[src/rtl/popcount_pkg.sv]
// popcount_pkg -- shared types and helpers for the popcount_engine block.
//   pc_state_t : engine FSM states (idle, counting slices, result held)
//   cnt_width  : width needed to hold a count of 0..data_w set bits
package popcount_pkg;

   typedef enum logic [1:0] {
      PC_IDLE  = 2'd0,
      PC_COUNT = 2'd1,
      PC_DONE  = 2'd2
   } pc_state_t;

   function automatic int cnt_width(input int data_w);
      return $clog2(data_w + 1);
   endfunction

endpackage

[src/rtl/popcount_slice.sv]
// popcount_slice -- combinational population count of one SLICE_W-bit slice.
// Ports:
//   bits : slice to count (SLICE_W bits)
//   ones : number of set bits in bits ($clog2(SLICE_W+1) bits)
module popcount_slice #(
   parameter int SLICE_W = 8,
   parameter int SUM_W   = $clog2(SLICE_W + 1)
) (
   input  logic [SLICE_W-1:0] bits,
   output logic [SUM_W-1:0]   ones
);

   // Straight sum of the bits; synthesis balances this into an adder tree.
   always_comb begin
      ones = '0;
      for (int i = 0; i < SLICE_W; i++) begin
         ones = ones + SUM_W'(bits[i]);
      end
   end

endmodule

[src/rtl/popcount_engine.sv]
// popcount_engine -- multi-cycle population count / Hamming distance engine.
// Takes a DATA_W-bit operand over a valid/ready handshake, counts SLICE_W bits
// per cycle, and presents the result on a second valid/ready handshake with
// backpressure. A new operand can be accepted in the same cycle the previous
// result is transferred.
// Optional build macro: POPCOUNT_EARLY_EXIT_EN -- finish as soon as the
// remaining (unshifted) operand bits are all zero.
// Ports:
//   clk, rst   : clock, synchronous active-high reset
//   in_vld     : operand valid          in_rdy    : engine can accept
//   in_mode    : 0 = popcount(in_data), 1 = popcount(in_data ^ in_ref)
//   in_data    : operand                in_ref    : reference word
//   out_vld    : result valid           out_rdy   : consumer accepts result
//   out_count  : result (CNT_W bits)
module popcount_engine
   import popcount_pkg::*;
#(
   parameter int DATA_W  = 64,
   parameter int SLICE_W = 8,
   parameter int CNT_W   = cnt_width(DATA_W)
) (
   input  logic              clk,
   input  logic              rst,
   input  logic              in_vld,
   output logic              in_rdy,
   input  logic              in_mode,
   input  logic [DATA_W-1:0] in_data,
   input  logic [DATA_W-1:0] in_ref,
   output logic              out_vld,
   input  logic              out_rdy,
   output logic [CNT_W-1:0]  out_count
);

   localparam int N     = DATA_W / SLICE_W;
   localparam int IDX_W = (N > 1) ? $clog2(N) : 1;
   localparam int SUM_W = $clog2(SLICE_W + 1);

   generate
      if (DATA_W % SLICE_W != 0) begin : g_bad_width
         $error("popcount_engine: DATA_W must be a multiple of SLICE_W");
      end
   endgenerate

   pc_state_t         state;
   logic [DATA_W-1:0] shreg;
   logic [DATA_W-1:0] shifted;
   logic [DATA_W-1:0] op;
   logic [IDX_W-1:0]  idx;
   logic [CNT_W-1:0]  count;
   logic [SUM_W-1:0]  slice_ones;
   logic              accept;
   logic              last_slice;

   // in_rdy follows out_rdy combinationally in DONE so a result transfer and
   // the next accept can share one cycle.
   assign in_rdy    = (state == PC_IDLE) | ((state == PC_DONE) & out_rdy);
   assign accept    = in_vld & in_rdy;
   assign op        = in_mode ? (in_data ^ in_ref) : in_data;
   assign shifted   = shreg >> SLICE_W;
   assign out_vld   = (state == PC_DONE);
   assign out_count = count;

`ifdef POPCOUNT_EARLY_EXIT_EN
   // Nothing left to count once the remaining bits are all zero.
   assign last_slice = (idx == IDX_W'(N - 1)) | (shifted == '0);
`else
   assign last_slice = (idx == IDX_W'(N - 1));
`endif

   popcount_slice #(
      .SLICE_W (SLICE_W),
      .SUM_W   (SUM_W)
   ) u_slice (
      .bits (shreg[SLICE_W-1:0]),
      .ones (slice_ones)
   );

   always_ff @(posedge clk) begin
      if (rst) begin
         state <= PC_IDLE;
         shreg <= '0;
         idx   <= '0;
         count <= '0;
      end else if (accept) begin
         // Mode and reference are captured here only; later changes are ignored.
         state <= PC_COUNT;
         shreg <= op;
         idx   <= '0;
         count <= '0;
      end else begin
         case (state)
            PC_COUNT: begin
               count <= count + CNT_W'(slice_ones);
               shreg <= shifted;
               idx   <= idx + IDX_W'(1);
               if (last_slice) begin
                  state <= PC_DONE;
               end
            end
            PC_DONE: begin
               if (out_rdy) begin
                  state <= PC_IDLE;
               end
            end
            default: ;
         endcase
      end
   end

endmodule

[config.mk]
export PLATFORM = sky130hd
export DESIGN_NAME = popcount_engine
export DESIGN_NICKNAME = d
export VERILOG_FILES = /design/src/rtl/popcount_pkg.sv /design/src/rtl/popcount_slice.sv /design/src/rtl/popcount_engine.sv
export SDC_FILE = /design/constraint.sdc
export NUM_CORES = 1
export LEC_CHECK = 0
export BUFFER_PORTS_ARGS = -buffer_cell sky130_fd_sc_hd__buf_2
export CELL_PAD_IN_SITES_DETAIL_PLACEMENT = 1
export CELL_PAD_IN_SITES_GLOBAL_PLACEMENT = 1
export CORE_ASPECT_RATIO = 1.1
export CORE_UTILIZATION = 35
export CTS_BUF_LIST = sky130_fd_sc_hd__clkbuf_4 sky130_fd_sc_hd__clkbuf_8
export DETAILED_ROUTE_END_ITERATION = 8
export HOLD_SLACK_MARGIN = 0.03
export PLACE_DENSITY_LB_ADDON = 0.1
export SETUP_SLACK_MARGIN = 0.4
export SYNTH_ARGS = -nofsm -noshare
export SYNTH_HDL_FRONTEND = slang
export SYNTH_SLANG_ARGS = --single-unit
[constraint.sdc]
create_clock -name clk -period 4.6 [get_ports clk]
set_input_delay 0.69 -clock clk [delete_from_list [all_inputs] [get_ports clk]]
set_output_delay 0.69 -clock clk [all_outputs]
set_load 0.01 [all_outputs]
==> impl_metrics.toml <==
[route]
firstDrtPassIters = 4
viasPerCell = 5.189
dr_total_vias = 4411
drt_wl_total_um = 13830
drc = 0
dr.first_iter.drc_count = 244
wl_per_cell_um = 16.27
ant_nets = 0

[clock_network]
cts_buffers = 9
clk_pin_slew_ps = 80
htree_levels = 3
clock_sinks = 76
cts_tree = "done"
ctsHoldBuffers = 0
cts_resized = 0
clock_latency_ps = 360
post-cts-setup-buffer-count = 0
ctsRootBufferMaster = "clkbuf_8"
clock_path_buffers = 2

[logic_synthesis]
ys_warn_count = 0
synthMuxAreaShare_pct = 0.9445
synth_nets = 695
synth_top_family_by_area = "compound AO/OA/AOI/OAI gates"
synth_edf_count = 0
synth_flop_cell = "dfxtp_1"
yosys.area_share.simple_pct = 14.43
yosysUniqueCellTypes = 37
avgSynthCellArea_um2 = 9.723
synth-compound-area-share_pct = 34.03
ys_seq_area_share_pct = 28.71
synth_fa_ha_area_share_pct = 4.723
synth_xor_area_share_pct = 9.752
syn_area_mm2 = 0.005299
synth-seq-cells = 76
syn_inst = 545
synthArstFlopShare_pct = 0

[layout]
diodes = 0
final_area_mm2 = 0.006267
area_delta_synth_final_pct = 18.28
nets = 803
fillers = 1725
layout-drive-gt1-share_pct = 40.43
final_cell_count_no_fill = 850

[critical_path]
critPathMaxFanout = 4
path_class = "reg2reg"
cp.depth = 11
arrival_ps = 4100
cp_common_cell = "fa_1"
crit_path_top_delay_cell = "fa_1"
cp-start-kind = "register"
cp_top_family = "adder cells"
critical_path_required_ps = 4890
worst-r2r-cell-count = 11
crit_buf_inv = 2
worstSetupEndpointType = "register"
path_cells = "ha_1, inv_1, fa_1, fa_1, fa_1, fa_1, inv_1, fa_1, a211oi_1, o21ai_0, a21oi_1"
cpPeakStageDelay_ps = 500

[place]
dp_cells = 834
pre_cts_ws_ps = 830.6
placed_area_mm2 = 0.006013
io_buffers = 141
place.gp.congestion = 0.7346
dpl.hpwl_um = 9648

[worst_hold_path]
hold_path_depth = 2
hold_path.class = "reg2reg"

[floorplanning]
design.core.area_mm2 = 0.01462
initial_core_util_pct = 36.25
die-area_mm2 = 0.01564
chipWidth_um = 119.3
die_h_um = 131.1
rows = 46
num_io_pins = 142

[run_status]
status = "completed"

[sta]
period_minus_slack_ps = 3808
hold_ws_ps = 494.8
fin_crit_sh_pct = 82.78
fin_ws_ps = 792.1
slew_headroom_pct = 25.73
skew_ps = 8.137
fmax_ghz = 0.2626
hold_viol = 0
fin_tns_setup_ps = 0
tightest_slew_ps = 1114
slew_viol_final = 0
rsz0062_at_grt = "no"
setup_viol = 0

[global_routing]
grt_util_all_layers_pct = 18.20
grt_pass1_vias = 4446
grt_pass1_wl_um = 22440
grt_max_degree = 87
grt_overflow = 0
antenna_found_initial = 0

[run]
maxCapViolCount = 0

[power]
irDropWorstVdd_mv = 0.1485
powerDensity_mw_per_mm2 = 378.9
leakagePower_uw = 0.002543
[cell families (layout without fill, tap and decap cells)]
family          after synthesis  after routing
compound gates              167            167
xor+xnor                     59             59
fa+ha+maj                    17             17
buf+inv                      73            186
flops                        76             76
mux                           5              5
simple gates                148            148
[sequential cells by signal, summed over array words and instances (netlist names)]
signal     flops
idx            3
state          2
shreg         64
out_count      7
[power breakdown]
part	leakage, uW	internal [uW]	switching, uW	total (uW)
logic	0.00179	385	507	891
clock network	0.000130	396	260	656
registers	0.000627	756	70.9	827
total	0.00254	1540	838	2370
[routing by layer]
metal | share of wire (%) | vias to the layer above | wire [um] | track usage (%)
li1 | - | 2187 | - | -
met5 | 0 | - | 0 | 0
met4 | 1.4 | 0 | 199 | 6.471
met1 | 47 | 2119 | 6437 | 23.11
met3 | 3.5 | 15 | 478 | 3.071
met2 | 49 | 90 | 6715 | 31.26
[cell type report]
type                    count  area (um2)  share of cell area (%)
clock buffers              12       158.9                   2.535
multi-input cells         396        3405                   54.32
repair buffers            148       763.2                   12.18
inverters                  22       83.83                   1.338
flip-flops and latches     76        1521                   24.28
clock inverters             4       95.09                   1.517
well taps                 192       240.2                   3.833
[metrics by stage]
stage	utilization (%)	total power, uW
after floorplan	-	1553
after CTS	42.87	2411
after global placement	41.13	1718
final	42.87	2375
after global routing	42.87	2529
after detailed placement	41.13	1746
[tightest hold or removal path, cell delays in order, from the launching register on]
cell     delay, ps
dfxtp_1        330
o31ai_1         70
a21oi_1         60
[final timing paths]
check	from	to	slack (ps)
setup / recovery	shreg[0]	out_count[4]	790
hold / removal	state[1]	state[1]	490
setup reg to reg	shreg[0]	out_count[4]	790
hold reg to reg	state[1]	state[1]	490
[synthesized netlist by cell type, types with 6 or more instances]
library cell  number  area (um2)
nor2_1             8       30.03
inv_1             20       75.07
nand2_1           65       244.0
and3b_1            8       70.07
clkbuf_1          14       52.55
a211oi_1          19       142.6
a21boi_0           8       60.06
ha_1              12       150.1
buf_6             10       112.6
o211ai_1           9       67.56
o21ai_0           10       50.05
a21oi_1           14       70.07
a211oi_2          40       500.5
xor2_1            56       490.5
a221oi_2          50       750.7
nor2b_1           61       381.6
dfxtp_1           76        1521
buf_2             23       115.1
o221a_2            6       67.56
[placed cells by master (no fill, tap or decap), types with 10 or more instances in the layout]
master,count
buf_2,139
dfxtp_1,76
nand2_1,65
nor2b_1,61
xor2_1,56
a221oi_2,50
a211oi_2,40
inv_1,20
a211oi_1,19
a21oi_1,14
ha_1,11
clkbuf_8,11
o21ai_0,10
Note: power is estimated with default switching activity, not from simulation.
